<file path="config.mk">
export PLATFORM = sky130hd
export DESIGN_NAME = posit_norm_adjust_flat
export DESIGN_NICKNAME = d
export VERILOG_FILES = /design/src/rtl/posit_norm_adjust_if.sv /design/src/rtl/posit_norm_adjust.sv /design/src/flat_wrapper.sv
export SDC_FILE = /design/constraint.sdc
export NUM_CORES = 1
export LEC_CHECK = 0
export CORE_ASPECT_RATIO = 1.2
export CORE_MARGIN = 3
export CORE_UTILIZATION = 30
export DETAILED_ROUTE_END_ITERATION = 10
export PLACE_DENSITY = 0.47
export SLEW_MARGIN = 25
export SYNTH_ARGS = -nofsm -noshare
export SYNTH_HDL_FRONTEND = slang
export SYNTH_SLANG_ARGS = --single-unit
</file>
<file path="constraint.sdc">
create_clock -name clk -period 69.1 [get_ports clk]
set_clock_uncertainty 0.15 [all_clocks]
set_input_delay 13.82 -clock clk [delete_from_list [all_inputs] [get_ports clk]]
set_output_delay 13.82 -clock clk [all_outputs]
set_load 0.1 [all_outputs]
</file>
<file path="src/rtl/posit_norm_adjust_if.sv">
// Handshake and data bundle for the posit normalisation stage.
// The master side feeds operands and accepts results; the slave side is the stage.
interface posit_norm_adjust_if #(
  parameter int MANT_W  = 64,
  parameter int SCALE_W = 10,
  parameter int ES      = 3,
  parameter int SA_W    = $clog2(MANT_W) + 1
) ();
  logic                      in_valid;
  logic                      in_ready;
  logic signed [SCALE_W-1:0] scale_in;
  logic [MANT_W-1:0]         mant_in;
  logic                      out_valid;
  logic                      out_ready;
  logic signed [SCALE_W-1:0] scale_out;
  logic [MANT_W-1:0]         mant_out;
  logic [SA_W-1:0]           shift_amt;
  logic                      shift_dir;
  logic [ES-1:0]             adj_exp;
  logic [SCALE_W-ES-2:0]     adj_regime;
  logic                      exp_sign;
  logic                      is_zero;
  logic                      sat;

  modport master (
    output in_valid, scale_in, mant_in, out_ready,
    input  in_ready, out_valid, scale_out, mant_out, shift_amt, shift_dir,
           adj_exp, adj_regime, exp_sign, is_zero, sat
  );

  modport slave (
    input  in_valid, scale_in, mant_in, out_ready,
    output in_ready, out_valid, scale_out, mant_out, shift_amt, shift_dir,
           adj_exp, adj_regime, exp_sign, is_zero, sat
  );
endinterface

</file>
<file path="src/rtl/posit_norm_adjust.sv">
// Posit multiply normalisation: shifts the mantissa product until its top
// two bits are 01, tracks the scale with saturation, and splits the final
// scale into sign / regime / exponent fields.
module posit_norm_adjust #(
  parameter int MANT_W     = 64,
  parameter int SCALE_W    = 10,
  parameter int ES         = 3,
  parameter int SHIFT_STEP = 4,
  parameter int SA_W       = $clog2(MANT_W) + 1
) (
  input  logic                clk,
  input  logic                rst_n,
  posit_norm_adjust_if.slave  bus
);

  localparam int SW = SCALE_W + SA_W + 1;
  localparam logic signed [SW-1:0] SMAX = SW'(2 ** (SCALE_W - 1) - 1);
  localparam logic signed [SW-1:0] SMIN = -(SW'(2 ** (SCALE_W - 1)));
  localparam logic [SA_W-1:0] STEP = SA_W'(SHIFT_STEP);

  typedef enum logic [1:0] {IDLE, SHIFT, OUT} state_t;

  state_t                    state_q, state_d;
  logic [MANT_W-1:0]         w_q, w_d;
  logic signed [SCALE_W-1:0] ws_q, ws_d;
  logic [SA_W-1:0]           cnt_q, cnt_d;
  logic                      dir_q, dir_d;
  logic                      wsat_q, wsat_d;
  logic [MANT_W-1:0]         mant_out_q, mant_out_d;
  logic signed [SCALE_W-1:0] scale_out_q, scale_out_d;
  logic [SA_W-1:0]           shift_amt_q, shift_amt_d;
  logic                      shift_dir_q, shift_dir_d;
  logic                      is_zero_q, is_zero_d;
  logic                      sat_q, sat_d;

  logic [SA_W-1:0]           lz, lm1, d;
  logic signed [SA_W:0]      delta;
  logic                      s_sat;
  logic signed [SCALE_W-1:0] s_new;

  // Count of leading zeros from the MSB; a zero word never reaches SHIFT.
  function automatic logic [SA_W-1:0] lzc(input logic [MANT_W-1:0] v);
    logic [SA_W-1:0] n;
    logic            done;
    n    = '0;
    done = 1'b0;
    for (int i = MANT_W - 1; i >= 0; i--) begin
      if (!done) begin
        if (v[i]) done = 1'b1;
        else      n    = n + 1'b1;
      end
    end
    return n;
  endfunction

  // Signed add that clamps to the representable scale range; MSB flags a clamp.
  function automatic logic [SCALE_W:0] sat_add(input logic signed [SCALE_W-1:0] a,
                                               input logic signed [SA_W:0]      b);
    logic signed [SW-1:0] s;
    s = SW'(a) + SW'(b);
    if (s > SMAX)      return {1'b1, SMAX[SCALE_W-1:0]};
    else if (s < SMIN) return {1'b1, SMIN[SCALE_W-1:0]};
    else               return {1'b0, s[SCALE_W-1:0]};
  endfunction

  // Shift distance and scale update for the current working mantissa.
  always_comb begin
    lz    = lzc(w_q);
    lm1   = lz - 1'b1;
    d     = (lm1 > STEP) ? STEP : lm1;
    delta = w_q[MANT_W-1] ? (SA_W+1)'(1) : -$signed({1'b0, d});
    {s_sat, s_new} = sat_add(ws_q, delta);
  end

  // Next-state and datapath updates for IDLE / SHIFT / OUT.
  always_comb begin
    state_d     = state_q;
    w_d         = w_q;
    ws_d        = ws_q;
    cnt_d       = cnt_q;
    dir_d       = dir_q;
    wsat_d      = wsat_q;
    mant_out_d  = mant_out_q;
    scale_out_d = scale_out_q;
    shift_amt_d = shift_amt_q;
    shift_dir_d = shift_dir_q;
    is_zero_d   = is_zero_q;
    sat_d       = sat_q;
    case (state_q)
      IDLE: begin
        if (bus.in_valid) begin
          w_d    = bus.mant_in;
          ws_d   = bus.scale_in;
          cnt_d  = '0;
          dir_d  = 1'b0;
          wsat_d = 1'b0;
          if (bus.mant_in == '0) begin
            mant_out_d  = '0;
            scale_out_d = '0;
            shift_amt_d = '0;
            shift_dir_d = 1'b0;
            sat_d       = 1'b0;
            is_zero_d   = 1'b1;
            state_d     = OUT;
          end else begin
            state_d = SHIFT;
          end
        end
      end
      SHIFT: begin
        if (w_q[MANT_W-1]) begin
          // Overflowed product: one right shift always lands on 01.
          w_d    = w_q >> 1;
          ws_d   = s_new;
          wsat_d = wsat_q | s_sat;
          cnt_d  = SA_W'(1);
          dir_d  = 1'b1;
        end else if (!w_q[MANT_W-2]) begin
          w_d    = w_q << d;
          ws_d   = s_new;
          wsat_d = wsat_q | s_sat;
          cnt_d  = cnt_q + d;
        end else begin
          mant_out_d  = w_q;
          scale_out_d = ws_q;
          shift_amt_d = cnt_q;
          shift_dir_d = dir_q;
          sat_d       = wsat_q;
          is_zero_d   = 1'b0;
          state_d     = OUT;
        end
      end
      OUT: begin
        if (bus.out_ready) state_d = IDLE;
      end
      default: state_d = IDLE;
    endcase
  end

  // State, working and output registers; reset discards any in-flight operand.
  always_ff @(posedge clk or negedge rst_n) begin
    if (!rst_n) begin
      state_q     <= IDLE;
      w_q         <= '0;
      ws_q        <= '0;
      cnt_q       <= '0;
      dir_q       <= 1'b0;
      wsat_q      <= 1'b0;
      mant_out_q  <= '0;
      scale_out_q <= '0;
      shift_amt_q <= '0;
      shift_dir_q <= 1'b0;
      is_zero_q   <= 1'b0;
      sat_q       <= 1'b0;
    end else begin
      state_q     <= state_d;
      w_q         <= w_d;
      ws_q        <= ws_d;
      cnt_q       <= cnt_d;
      dir_q       <= dir_d;
      wsat_q      <= wsat_d;
      mant_out_q  <= mant_out_d;
      scale_out_q <= scale_out_d;
      shift_amt_q <= shift_amt_d;
      shift_dir_q <= shift_dir_d;
      is_zero_q   <= is_zero_d;
      sat_q       <= sat_d;
    end
  end

  assign bus.in_ready   = (state_q == IDLE);
  assign bus.out_valid  = (state_q == OUT);
  assign bus.mant_out   = mant_out_q;
  assign bus.scale_out  = scale_out_q;
  assign bus.shift_amt  = shift_amt_q;
  assign bus.shift_dir  = shift_dir_q;
  assign bus.is_zero    = is_zero_q;
  assign bus.sat        = sat_q;
  assign bus.adj_exp    = scale_out_q[ES-1:0];
  assign bus.adj_regime = scale_out_q[SCALE_W-2:ES];
  assign bus.exp_sign   = scale_out_q[SCALE_W-1];

endmodule
</file>
<file path="src/flat_wrapper.sv">
// flat-port wrapper written by rule: the top's interface ports become plain ports
module posit_norm_adjust_flat 
#(
  parameter int MANT_W     = 64,
  parameter int SCALE_W    = 10,
  parameter int ES         = 3,
  parameter int SHIFT_STEP = 4,
  parameter int SA_W       = $clog2(MANT_W) + 1
)
  (clk, rst_n, bus_in_valid, bus_scale_in, bus_mant_in, bus_out_ready, bus_in_ready, bus_out_valid, bus_scale_out, bus_mant_out, bus_shift_amt, bus_shift_dir, bus_adj_exp, bus_adj_regime, bus_exp_sign, bus_is_zero, bus_sat);
  posit_norm_adjust_if #(.MANT_W(MANT_W), .SCALE_W(SCALE_W), .ES(ES), .SA_W(SA_W)) bus_i ();
  input  logic clk;
  input  logic rst_n;
  input wire logic [$bits(bus_i.in_valid)-1:0] bus_in_valid;
  input wire logic [$bits(bus_i.scale_in)-1:0] bus_scale_in;
  input wire logic [$bits(bus_i.mant_in)-1:0] bus_mant_in;
  input wire logic [$bits(bus_i.out_ready)-1:0] bus_out_ready;
  output wire logic [$bits(bus_i.in_ready)-1:0] bus_in_ready;
  output wire logic [$bits(bus_i.out_valid)-1:0] bus_out_valid;
  output wire logic [$bits(bus_i.scale_out)-1:0] bus_scale_out;
  output wire logic [$bits(bus_i.mant_out)-1:0] bus_mant_out;
  output wire logic [$bits(bus_i.shift_amt)-1:0] bus_shift_amt;
  output wire logic [$bits(bus_i.shift_dir)-1:0] bus_shift_dir;
  output wire logic [$bits(bus_i.adj_exp)-1:0] bus_adj_exp;
  output wire logic [$bits(bus_i.adj_regime)-1:0] bus_adj_regime;
  output wire logic [$bits(bus_i.exp_sign)-1:0] bus_exp_sign;
  output wire logic [$bits(bus_i.is_zero)-1:0] bus_is_zero;
  output wire logic [$bits(bus_i.sat)-1:0] bus_sat;
  assign bus_i.in_valid = bus_in_valid;
  assign bus_i.scale_in = bus_scale_in;
  assign bus_i.mant_in = bus_mant_in;
  assign bus_i.out_ready = bus_out_ready;
  assign bus_in_ready = bus_i.in_ready;
  assign bus_out_valid = bus_i.out_valid;
  assign bus_scale_out = bus_i.scale_out;
  assign bus_mant_out = bus_i.mant_out;
  assign bus_shift_amt = bus_i.shift_amt;
  assign bus_shift_dir = bus_i.shift_dir;
  assign bus_adj_exp = bus_i.adj_exp;
  assign bus_adj_regime = bus_i.adj_regime;
  assign bus_exp_sign = bus_i.exp_sign;
  assign bus_is_zero = bus_i.is_zero;
  assign bus_sat = bus_i.sat;
  posit_norm_adjust #(.MANT_W(MANT_W), .SCALE_W(SCALE_W), .ES(ES), .SHIFT_STEP(SHIFT_STEP), .SA_W(SA_W)) u_core (.clk(clk), .rst_n(rst_n), .bus(bus_i));
endmodule
</file>
Word-level counts from Yosys, hierarchy flattened
Cells that the tools add are included.

Flip-flop bits (word level): 169. Input port bits: 78. Output and inout port bits: 96. Logic and storage cells: 410.

Muxes and demuxes: 308. Reduce and logical (&&, ||, !) cells: 8. Shift-type cells: 1. $lt $le $gt $ge: 3. Add/subtract/negate cells: 67. Eq/ne operators: 9. Bitwise gates (word level): 1.

Operators with widths (number): $mux 7 (134); $mux 64 (7); $add 7x1->7 const B (62); $pmux 64 s2 (2); $mux 1 (140); $mux 10 (7); $logic_not 64->1 (1); $shl 64x7->64 (1); $pmux 10 s2 (2); $pmux 7 s2 (2); $mux 11 (2); $gt 18x10->1 const B (1); $lt 18x10->1 const B (1); $add 10x8->11 (1); $mux 2 (5); $pmux 1 s2 (5); $mux 8 (1); $neg 7->8 (1); $add 7x7->7 (1); $gt 7x3->1 const B (1); $sub 7x1->7 const B (1); $ne 2x1->1 const B (3); $ne 2x2->1 const B (3); $pmux 2 s3 (1); other kinds (11) (12).

Logic depth before layout (Yosys ltp)
Gate-level depths: netlist (run 1).

Word-level depth: 203. Depth in mapped cells: 243. Depth with buffers taken out: 238.

Worst setup path after synthesis (run 1)
No wires, ideal clock.

Path type: register to register. Start point: reg u_core.w_q[63]. End point: reg u_core.ws_q[1]. Data required time: 68.872 ns. Setup slack: 27.226 ns. Clock period less this slack: 41.874 ns. Library setup time: 0.078 ns. Arrival time: 41.646 ns. Buffers on the path: 6. Cell stages (with the launch flop): 241. Cell sequence: dfrtp_1 > clkbuf_1 > clkbuf_1 > buf_1 > a21oi_1 > ha_1 > nor3_1 > nor2_1 > ha_1 > nor4_1 > a211o_1 > inv_1 > ha_1 > nand2_1 > o21ai_0 > ha_1 > nor2b_1 > o21ai_0 > [... 205 more ...] > ha_1 > nand2_1 > inv_1 > ha_1 > a21o_1 > a21oi_1 > o21ai_0 > a21oi_1 > o21bai_1 > a21oi_1 > o21bai_1 > a21oi_1 > xor2_1 > a311oi_1 > o21ai_0 > nor2_1 > a211oi_1 > a21oi_1.

Longest elaborated chain between the ends: 202. Elaborated cells between the ends (all ways): 268. Classes of those cells: add/sub (66); order compare (3); eq/ne (1); mux (197); reduce/logical (1).

Ends and longest elaborated chain: from (decl) (line posit_norm_adjust.sv:24) `logic [MANT_W-1:0] w_q, w_d;`; from (signal assigned) (line posit_norm_adjust.sv:157) `w_q <= w_d;`; $mux 1 (line posit_norm_adjust.sv:49) `if (v[i]) done = 1'b1;`; $add 1x1->2 (line posit_norm_adjust.sv:50) `else n = n + 1'b1;`; $mux 7 (line posit_norm_adjust.sv:49); $mux 7 (line posit_norm_adjust.sv:48) `if (!done) begin`; $add 7x1->7 (line posit_norm_adjust.sv:50); $mux 7 (line posit_norm_adjust.sv:49); $mux 7 (line posit_norm_adjust.sv:48); $add 7x1->7 (line posit_norm_adjust.sv:50); [... 186 more ...]; $mux 8 (line posit_norm_adjust.sv:71) `delta = w_q[MANT_W-1] ? (SA_W+1)'(1) : -$signed({1'b0, d});`; $add 10x8->11 (line posit_norm_adjust.sv:60) `s = SW'(a) + SW'(b);`; $lt 18x10->1 (line posit_norm_adjust.sv:62) `else if (s < SMIN) return {1'b1, SMIN[SCALE_W-1:0]};`; $mux 11 (line posit_norm_adjust.sv:62); $mux 11 (line posit_norm_adjust.sv:61) `if (s > SMAX) return {1'b1, SMAX[SCALE_W-1:0]};`; $mux 10 (line posit_norm_adjust.sv:118) `end else if (!w_q[MANT_W-2]) begin`; $mux 10 (line posit_norm_adjust.sv:111) `if (w_q[MANT_W-1]) begin`; $pmux 10 s2 (line posit_norm_adjust.sv:89) `case (state_q)`; to (signal assigned) (line posit_norm_adjust.sv:158) `ws_q <= ws_d;`; to (decl) (line posit_norm_adjust.sv:25) `logic signed [SCALE_W-1:0] ws_q, ws_d;`.

Parallel ways exist; a longest one is shown, timed or not. The select of a mux whose other input is x is not followed. A chain may end at the register's enable or synchronous reset.

Worst setup path after layout (run 1)
Same ends and word-level chain as after synthesis.

==> results of run 1 <==
==> stage by stage <==
stage / hold WS, ns / cell area (um2) / setup slack (ns)
6_report: 0.3300 / 24630 / 20.92
5_1_grt: 0.3550 / 24620 / 16.98
4_1_cts: 0.3367 / 24590 / 21.11
3_5_place_dp: 0.3187 / 23980 / 21.33
3_3_place_gp: 0.3166 / 23960 / 23.10
2_1_floorplan: 0.2962 / 21730 / 27.23
==> state kept, by name (all words and copies together), names as in the netlist <==
name and cells:
u_core.w_q 64, u_core.bus.mant_out 63, u_core.bus.scale_out 10, u_core.ws_q 10
u_core.bus.shift_amt 7, u_core.cnt_q 7, u_core.state_q 2, u_core.bus.is_zero 1
u_core.bus.sat 1, u_core.bus.shift_dir 1, u_core.dir_q 1, u_core.wsat_q 1
==> power groups by stage <==
stage	Clock, W	Sequential (W)	Combinational (W)
after floorplan	0	0.000297	0.000536
after global placement	0	0.000237	0.000807
after detailed placement	0	0.000238	0.000820
after CTS	0.000108	0.000236	0.000824
after global routing	0.000112	0.000245	0.000900
final	0.000105	0.000238	0.000827
==> layout make-up <==
cell class / instances / area (um2)
multi-input cells: 2378 / 16340
diodes: 1 / 2.502
clock inverters: 14 / 176.4
inverters: 73 / 275.3
well taps: 926 / 1159
repair buffers: 209 / 2027
flip-flops and latches: 168 / 4205
clock buffers: 18 / 439.2
fillers: 7495 / 46730
==> routing by layer <==
layer / vias to the layer above / part of all wire, % / track usage [%]
li1: 10290 / - / -
met4: 0 / 2.8 / 7.116
met5: - / 0 / 0
met1: 10810 / 43 / 27.81
met2: 716 / 48 / 37.46
met3: 108 / 5.3 / 2.928
==> path summary, 6_finish.rpt <==
check	to	cells past startpoint
max	u_core.ws_q[1]	239
min	u_core.bus.mant_out[20]	2
max reg2reg	u_core.ws_q[1]	239
min reg2reg	u_core.bus.mant_out[20]	2
max in group asynchronous	u_core.w_q[63]	3
min in group asynchronous	u_core.bus.mant_out[13]	1
==> cell usage after synthesis (16+ instances only) <==
| library cell | n |
|---|---|
| nand2b_1 | 36 |
| o21ai_1 | 20 |
| o211ai_1 | 77 |
| a31oi_1 | 41 |
| dfrtp_1 | 168 |
| nand2_1 | 373 |
| nor2_1 | 232 |
| buf_2 | 25 |
| o31ai_1 | 28 |
| nor2b_1 | 42 |
| a21o_1 | 21 |
| mux2i_1 | 56 |
| ha_1 | 80 |
| mux2_2 | 42 |
| o21a_1 | 18 |
| a211oi_1 | 16 |
| buf_4 | 23 |
| nand3_1 | 127 |
| xor2_1 | 57 |
| or3_1 | 24 |
| o21ai_0 | 173 |
| a22o_1 | 35 |
| xnor2_1 | 140 |
| and3_1 | 49 |
| a21oi_1 | 194 |
| clkbuf_1 | 167 |
| nor4_1 | 36 |
| xnor3_1 | 27 |
| nand4_1 | 20 |
| o22ai_1 | 17 |
| nor3_1 | 69 |
| inv_1 | 70 |
| a41oi_1 | 33 |
==> critical path: cells and delay by family, from the launching register on <==
family / cells / cell delay (ns)
AO/OA/AOI/OAI: 73 / 13.33
XOR/XNOR: 2 / 0.60
adder cells (fa/ha/maj): 62 / 19.13
buffers and inverters: 14 / 2.98
flip-flops: 1 / 0.34
multiplexers: 26 / 3.75
AND/OR/NAND/NOR: 62 / 7.61
==> logic make-up after synthesis <==
| family | count (synthesis) |
|---|---|
| AND/OR/NAND/NOR | 1111 |
| flip-flops | 168 |
| XOR/XNOR | 269 |
| AO/OA/AOI/OAI | 790 |
| multiplexers | 114 |
| buffers and inverters | 298 |
| other | 1 |
| adder cells (fa/ha/maj) | 90 |
==> run_results.csv, run 1 <==
group,metric,value,unit
status,status,"finished, final reports clean",
clock_network,cts_tree,"done",
yosys,yosys.area_share.simple,25.00,%
yosys,syn-cell-area,21720,um2
timing,final_hold_viol_count,0,
yosys,synth_compound_area_share,23.86,%
clock_network,cts_buffers,17,
drt,first_pass_iters,6,
clock_network,cts_buffer_depth,2,
yosys,yosysSeqAreaShare,19.36,%
placement,detailed_place_hpwl,61400,um
die,core-area,71360,um2
power,combPwrFrac,70.7,%
power,intPower,0.0004544,W
clock_network,post_cts.repair.setup_buffers,0,
timing,fin_crit,48.18,ns
die,start_util,30.43,%
grt,grt_pass1_wl,129200,um
yosys,avgSynthCellArea,7.644,um2
die,die-area,75670,um2
grt,global_route.usage.total,21.66,%
cells_and_area,drive_gt1_share,8.007,%
timing,tightest_slew,1.072,ns
placement,place_inst,3753,
placement,gp_routability_congestion,0.9130,
clock_network,clock_latency,0.50,ns
grt,grt_antenna_before_repair,0,
yosys,synth-adder-area-share,5.162,%
yosys,synthTopCellsByArea,"dfrtp_1 19%, nand2_1 6.4%, xnor2_1 5.6%, ha_1 4.6%, a21oi_1 4.5%",
setup_path,crit_slowest_cell,"a311oi_2",
yosys,synth_top_area_cell,"dfrtp_1",
drt,drc,0,
setup_path,critPathMaxStageDelay,0.59,ns
yosys,yosys.area.top_type_share,19.36,%
setup_path,crit_path_end_kind,"register",
yosys,synth.distinct_cells,114,
timing,clock.fmax,0.02076,GHz
timing,setup_viol,0,
setup_path,crit_required,69.37,ns
grt,grt_pass1_vias,21800,
placement,port_buffers,172,
clock_network,path_clk_slew,0.08,ns
yosys,syn_inst,2841,
power,finalPower,0.001170,W
drt,avgRoutedWirePerCell,21.90,um
clock_network,cts_resized,0,
setup_path,arrival,48.45,ns
timing,post-route-period-util,69.72,%
clock_network,clock-sinks,168,
drt,viasPerCell,5.790,
cells_and_area,fin_util,34.51,%
setup_path,cp_max_fo,63,
power,p_per_area,47.51,nW/um2
yosys,synth_top_family_by_area,"simple AND/OR/NAND/NOR gates",
yosys,synthMuxAreaShare,5.854,%
yosys,synth_xor_area_share,14.98,%
timing,drv_slew,0,
yosys,synth_edf_count,0,
flow_run,maxCapViolCount,0,
power,power.share.switching,61.16,%
clock_network,hold_buffers,0,
timing,slew_headroom,28.28,%
setup_path,r2r_slack,20.92,ns
grt,grt_max_degree,93,
setup_path,cpMostUsedCell,"ha_1",
die,io_pins,174,
cells_and_area,fin_cells,3787,
setup_path,setup.worst_path.start,"u_core.w_q[63]",
power,pwr-share-seq,20.3,%
setup_path,critPathLaunchType,"register",
cells_and_area,layout_commonest_cell,"nand2_1",
power,p_clk_share,8.9,%
drt,drtAntennaViolNets,0,
worst_hold_path,hp-start,"u_core.bus.mant_out[20]",
clock_network,h-tree-depth,4,
cells_and_area,area_growth,13.40,%
timing,fin_setup_tns,0,ns
drt,drt_iter0_markers,1698,
clock_network,clockRootBuffer,"clkbuf_16",
power,switchingPower,0.0007157,W
cells_and_area,final_cell_mix,"373 x nand2_1, 230 x nor2_1, 194 x a21oi_1",
drt,via_count,21930,
power,peakVddDrop,0.03771,mV
die,rows,107,
power,power_leakage,9.561,nW
setup_path,worst-setup-path-type,"reg2reg",
drt,wl,82950,um
yosys,synth_ff_type,"dfrtp_1",
die,die_w,251.6,um
yosys,async_flop_share,100.0,%
timing,grt_setup_unrepaired,"false",
grt,grt-ovfl-total,0,
cells_and_area,final_nets,3007,
die,die_h,300.7,um
yosys,ys_ff_latch,168,
yosys,ys_warn_count,0,
worst_hold_path,hold_path.class,"reg2reg",
setup_path,r2r_start,"u_core.w_q[63]",
Power figures use the tool's default switching activity.
==> run 2: changes to the inputs <==
==> constraint.sdc (replaced) <==
create_clock -name clk -period 49.2 [get_ports clk]
set_clock_uncertainty 0.15 [all_clocks]
set_input_delay 9.84 -clock clk [delete_from_list [all_inputs] [get_ports clk]]
set_output_delay 9.84 -clock clk [all_outputs]
set_load 0.1 [all_outputs]
==> run 2 against run 1 <==
Compared with the run above: combinational power increased by 44%; sequential power increased by 40%; clock-buffer cell count decreased by 1; final area increased by 0.57%; via count decreased by 1.2%; largest power group unchanged; clock power increased by 41%.
==> run_results.csv, run 2 (synthesis results as in run 1) <==
group,metric,value,unit
status,status,"finished, final reports clean",
cells_and_area,largest_reg_flops,64,
power,power_leakage,9.599,nW
timing,slew_headroom,28.67,%
grt,global_route.usage.total,21.49,%
clock_network,cts_buffers,17,
clock_network,hold_buffers,0,
cells_and_area,fin_cells,3786,
drt,drtAntennaViolNets,0,
placement,gp_routability_congestion,0.9104,
drt,avgRoutedWirePerCell,21.83,um
clock_network,path_clk_slew,0.08,ns
timing,setup_viol,0,
setup_path,crit_path_end_kind,"register",
placement,port_buffers,172,
setup_path,critPathMaxStageDelay,0.46,ns
drt,drc,0,
timing,post-route-period-util,93.13,%
timing,clock.fmax,0.02182,GHz
grt,grt_antenna_before_repair,0,
placement,detailed_place_hpwl,60970,um
setup_path,r2r_slack,3.38,ns
setup_path,worst-setup-path-type,"reg2reg",
timing,fin_hold_ws,0.3318,ns
cells_and_area,final_nets,3008,
timing,drv_slew,0,
cells_and_area,regMostFlops,"u_core.w_q",
setup_path,path_buf_inv,14,
drt,via_count,21660,
cells_and_area,final_cell_mix,"373 x nand2_1, 229 x nor2_1, 192 x a21oi_1",
clock_network,cts_tree,"done",
power,p_per_area,67.57,nW/um2
flow_run,maxCapViolCount,0,
grt,grt_max_degree,93,
grt,grt-ovfl-total,0,
power,peakVddDrop,0.04844,mV
drt,first_pass_iters,6,
clock_network,cts_buffer_depth,2,
die,die-area,75670,um2
setup_path,cpMostUsedCell,"ha_1",
setup_path,critPathLaunchType,"register",
timing,fin_crit,45.82,ns
timing,grt_setup_unrepaired,"false",
grt,grt_pass1_vias,21770,
clock_network,clock_latency,0.51,ns
clock_network,clock-sinks,168,
grt,grt_pass1_wl,128000,um
cells_and_area,drive_gt1_share,8.462,%
die,io_pins,174,
setup_path,crit_slowest_cell,"or3b_2",
timing,tightest_slew,1.067,ns
drt,wl,82630,um
timing,final_hold_viol_count,0,
clock_network,clockRootBuffer,"clkbuf_16",
cells_and_area,layout_commonest_cell,"nand2_1",
cells_and_area,diodes,0,
worst_hold_path,hold_path.class,"reg2reg",
setup_path,cp_top_family,"adder cells",
setup_path,crit_required,49.40,ns
die,die_w,251.6,um
die,start_util,30.43,%
placement,place_inst,3751,
drt,viasPerCell,5.721,
cells_and_area,area_growth,14.05,%
die,core-area,71360,um2
power,finalPower,0.001673,W
timing,fin_setup_tns,0,ns
setup_path,arrival,46.02,ns
drt,drt_iter0_markers,1395,
die,rows,107,
clock_network,h-tree-depth,4,
die,die_h,300.7,um
setup_path,cp_max_fo,61,
[run 2: layout make-up]
class                   instances  area, um2
fillers                      7503      46590
multi-input cells            2378      16420
flip-flops and latches        168       4205
repair buffers                210       2095
well taps                     926       1159
clock buffers                  17      425.4
inverters                      73      277.8
clock inverters                14      182.7
[run 2: layer usage]
| layer | wire, um | global-route usage (%) |
|---|---|---|
| met1 | 35930 | 27.24 |
| met2 | 40030 | 37.04 |
| met3 | 3864 | 3.101 |
| met4 | 2804 | 7.890 |
| met5 | 0 | 0 |
[run 2: report_power, final]
group | total (W) | leakage, nW | internal, W | switching [W]
Clock | 0.000148 | 0.293 | 0.0000728 | 0.0000756
Combinational | 0.00119 | 7.21 | 0.000389 | 0.000803
Sequential | 0.000333 | 2.10 | 0.000198 | 0.000135
Total | 0.00167 | 9.60 | 0.000659 | 0.00101
[run 2: per-stage QoR]
step | area, um2 | worst slack [ns] | util, %
2_1_floorplan | 21730 | 7.326 | -
3_3_place_gp | 23950 | 3.178 | 33.56
3_5_place_dp | 23970 | 1.522 | 33.59
4_1_cts | 24570 | 1.338 | 34.44
5_1_grt | 24770 | 0.03278 | 34.71
6_report | 24770 | 3.379 | 34.71
[run 2: worst min-delay path, cell delays in order (launching register included)]
cell and delay (ns):
dfrtp_1 0.34, nand2_1 0.04, o21ai_0 0.06
[run 2: what timing repair did]
item / 4_1_cts / 5_1_grt
setup endpoints to repair: 0 / 34
gates resized for setup: 0 / 31
buffers inserted: 0 / 2
[run 2: worst paths after layout]
kind	startpoint	end	cells past startpoint
max	u_core.w_q[63]	u_core.ws_q[1]	242
min	u_core.bus.mant_out[18]	u_core.bus.mant_out[18]	2
max in group asynchronous	rst_n	u_core.w_q[63]	2
max reg2reg	u_core.w_q[63]	u_core.ws_q[1]	242
min in group asynchronous	rst_n	u_core.bus.mant_out[9]	1
min reg2reg	u_core.bus.mant_out[18]	u_core.bus.mant_out[18]	2
==> run 3: changes to the inputs <==
--- a/config.mk
+++ b/config.mk
@@ -5,6 +5,7 @@
 export SDC_FILE = /design/constraint.sdc
 export NUM_CORES = 1
 export LEC_CHECK = 0
+export ABC_AREA = 1
 export CORE_ASPECT_RATIO = 1.2
 export CORE_MARGIN = 3
 export CORE_UTILIZATION = 30
==> run 3 against run 2 <==
Compared with the run above: critical path depth is 2 higher; synthesized cell count increased by 2.5%; die area decreased by 15%; non-clock buffer count is 22 lower; final area down 15%; setup slack improved by 5.9 ns; routed wire length shrank 31%; final cell count grew 0.98%; global-route usage fell by 3.5 points; clock-buffer cell count stayed put; clock power decreased by 3%; synthesized area down 15%; critical endpoint is now u_core.ws_q[7]; largest cell class unchanged; largest power group unchanged; highest routed layer unchanged.
==> run_results.csv, run 3 <==
group,metric,value,unit
status,status,"finished, final reports clean",
cells_and_area,drive_gt1_share,7.178,%
timing,tightest_slew,1.060,ns
setup_path,cp_max_fo,63,
drt,viasPerCell,4.944,
timing,fin_hold_ws,0.3327,ns
cells_and_area,regMostFlops,"u_core.w_q",
worst_hold_path,hold_path.class,"reg2reg",
timing,fin_setup_tns,0,ns
grt,grt_pass1_vias,18450,
clock_network,post_cts.repair.setup_buffers,0,
power,peakVddDrop,0.03574,mV
setup_path,worst-setup-path-type,"reg2reg",
drt,drt_iter0_markers,936,
clock_network,hold_buffers,0,
cells_and_area,area_growth,14.54,%
drt,via_count,18900,
grt,grt_antenna_before_repair,0,
clock_network,clock-sinks,168,
setup_path,critPathMaxStageDelay,0.79,ns
timing,post-route-period-util,81.16,%
die,die_h,277.6,um
setup_path,crit_required,49.46,ns
yosys,async_flop_share,100.0,%
placement,detailed_place_hpwl,44350,um
yosys,synth_ff_type,"dfrtp_1",
cells_and_area,diodes,0,
setup_path,crit_slowest_cell,"dfrtp_1",
drt,first_pass_iters,5,
clock_network,clock_latency,0.49,ns
clock_network,cts_buffer_depth,2,
timing,clock.fmax,0.02504,GHz
timing,setup_slack,9.272,ns
yosys,synth_edf_count,0,
grt,global_route.usage.total,18.02,%
setup_path,r2r_start,"u_core.w_q[63]",
power,power_leakage,10.47,nW
setup_path,critPathLaunchType,"register",
yosys,syn-cell-area,18450,um2
power,p_per_area,65.21,nW/um2
clock_network,h-tree-depth,4,
grt,grt_max_degree,84,
drt,drtAntennaViolNets,0,
grt,grt-ovfl-total,0,
setup_path,arrival,40.19,ns
setup_path,crit_path_end_kind,"register",
timing,fin_crit,39.93,ns
worst_hold_path,hp-start,"u_core.bus.mant_out[24]",
yosys,ys_warn_count,0,
yosys,yosys.area.top_type_share,22.79,%
die,io_pins,174,
yosys,synth.most_common_cell,"nand2_1",
clock_network,cts_resized,0,
yosys,synthTopCellsByArea,"dfrtp_1 23%, nand2_1 16%, nand3_1 11%, inv_1 8.7%, ha_1 5.4%",
timing,grt_setup_unrepaired,"false",
clock_network,path_clk_slew,0.08,ns
placement,port_buffers,172,
die,rows,98,
drt,drc,0,
yosys,avgSynthCellArea,6.336,um2
yosys,ys_ff_latch,168,
setup_path,cpMostUsedCell,"ha_1",
timing,drv_slew,0,
clock_network,cts_tree,"done",
grt,grt_pass1_wl,94550,um
cells_and_area,final_cell_mix,"774 x nand2_1, 426 x inv_1, 412 x nand3_1",
drt,wl,57350,um
die,die-area,64510,um2
clock_network,clockRootBuffer,"clkbuf_16",
yosys,synth_commonest_cells,"775 x nand2_1, 427 x inv_1, 413 x nand3_1",
timing,slew_headroom,29.11,%
drt,avgRoutedWirePerCell,15.00,um
die,start_util,30.64,%
power,finalPower,0.001378,W
setup_path,r2r_slack,9.27,ns
yosys,syn_inst,2911,
cells_and_area,fin_util,35.09,%
yosys,yosysSeqAreaShare,22.79,%
setup_path,r2r-end,"u_core.ws_q[7]",
placement,place_worst_setup_slack,9.244,ns
worst_hold_path,hold_depth,2,
flow_run,maxCapViolCount,0,
yosys,synth.distinct_cells,59,
yosys,synth_top_area_cell,"dfrtp_1",
die,core-area,60210,um2
setup_path,rr_worst_depth,244,
worst_hold_path,hold_end,"u_core.bus.mant_out[24]",
cells_and_area,largest_reg_flops,64,
timing,final_hold_viol_count,0,
placement,gp_routability_congestion,0.8376,
cells_and_area,final_nets,3170,
clock_network,cts_buffers,17,
cells_and_area,layout_commonest_cell,"nand2_1",
die,die_w,232.4,um
timing,setup_viol,0,
run 3: cell types whose count changed after synthesis, sizes merged, moves of 39 or more:
cell    change
inv       +407
and3       -47
o21ai      -85
nor3       -66
nand2     +417
nor2       +58
mux2       -52
a221oi     +39
xnor2     -136
mux2i      -57
a21oi     -135
clkbuf    -136
nand3     +298
nor2b      -43
run 3: critical path, delay by kind of cell, from the launching register on:
family,cells,cell delay (ns)
adder cells (fa/ha/maj),64,17.61
AO/OA/AOI/OAI,59,9.41
AND/OR/NAND/NOR,70,7.88
buffers and inverters,50,3.89
flip-flops,1,0.79
multiplexers,1,0.13
run 3: kinds of logic (layout without fill, tap and decap cells):
| family | Yosys count | count (layout) | synth area share (%) |
|---|---|---|---|
| adders and majority gates | 82 | 82 | 5.644 |
| and+or+nand+nor | 1593 | 1593 | 39.56 |
| DFF | 168 | 168 | 22.79 |
| muxes | 1 | 1 | 0.05427 |
| xor gates and xnor gates | 65 | 65 | 3.086 |
| buffers and inverters | 605 | 714 | 14.71 |
| other | 1 | 4 | 0.02033 |
| AOI/OAI and AO/OA | 396 | 396 | 14.14 |
run 3: worst max-delay path by stage:
stage / startpoint / endpoint / cells past startpoint
5_1_grt: u_core.w_q[63] / u_core.ws_q[4] / 246
3_5_place_dp: u_core.w_q[63] / u_core.ws_q[4] / 246
2_1_floorplan: u_core.w_q[63] / u_core.ws_q[7] / 247
6_report: u_core.w_q[63] / u_core.ws_q[7] / 244
3_3_place_gp: u_core.w_q[63] / u_core.ws_q[4] / 246
4_1_cts: u_core.w_q[63] / u_core.ws_q[4] / 246
run 3: power by group:
group          internal, W  switching (W)  leakage, nW  total (W)
Sequential        0.000204      0.0000720         2.11   0.000276
Combinational     0.000262       0.000696         8.07   0.000958
Clock            0.0000686      0.0000745        0.293   0.000143
run 3: cell type report:
class | instances | area (um2)
Fill cell | 6503 | 39080
Tap cell | 800 | 1001
Sequential cell | 168 | 4204
Clock inverter | 15 | 172.7
Clock buffer | 17 | 425.4
Inverter | 494 | 1886
Timing Repair Buffer | 188 | 1858
Multi-Input combinational cell | 2141 | 11580
run 3: metrics by stage:
step           instance area [um2]  std cells
6_report                     21130       3823
5_1_grt                      21130       3823
4_1_cts                      21110       3822
3_5_place_dp                 20510       3790
3_3_place_gp                 20510       3790
2_1_floorplan                18460       2914
run 3: per-layer routing:
metal  vias up  global-route usage (%)  wire length (um)
met3        58                   2.486              1973
met1      8755                   22.09             25260
li1       9726                       -                 -
met5         -                       0                 0
met2       363                   32.18             28850
met4         0                   5.945              1265
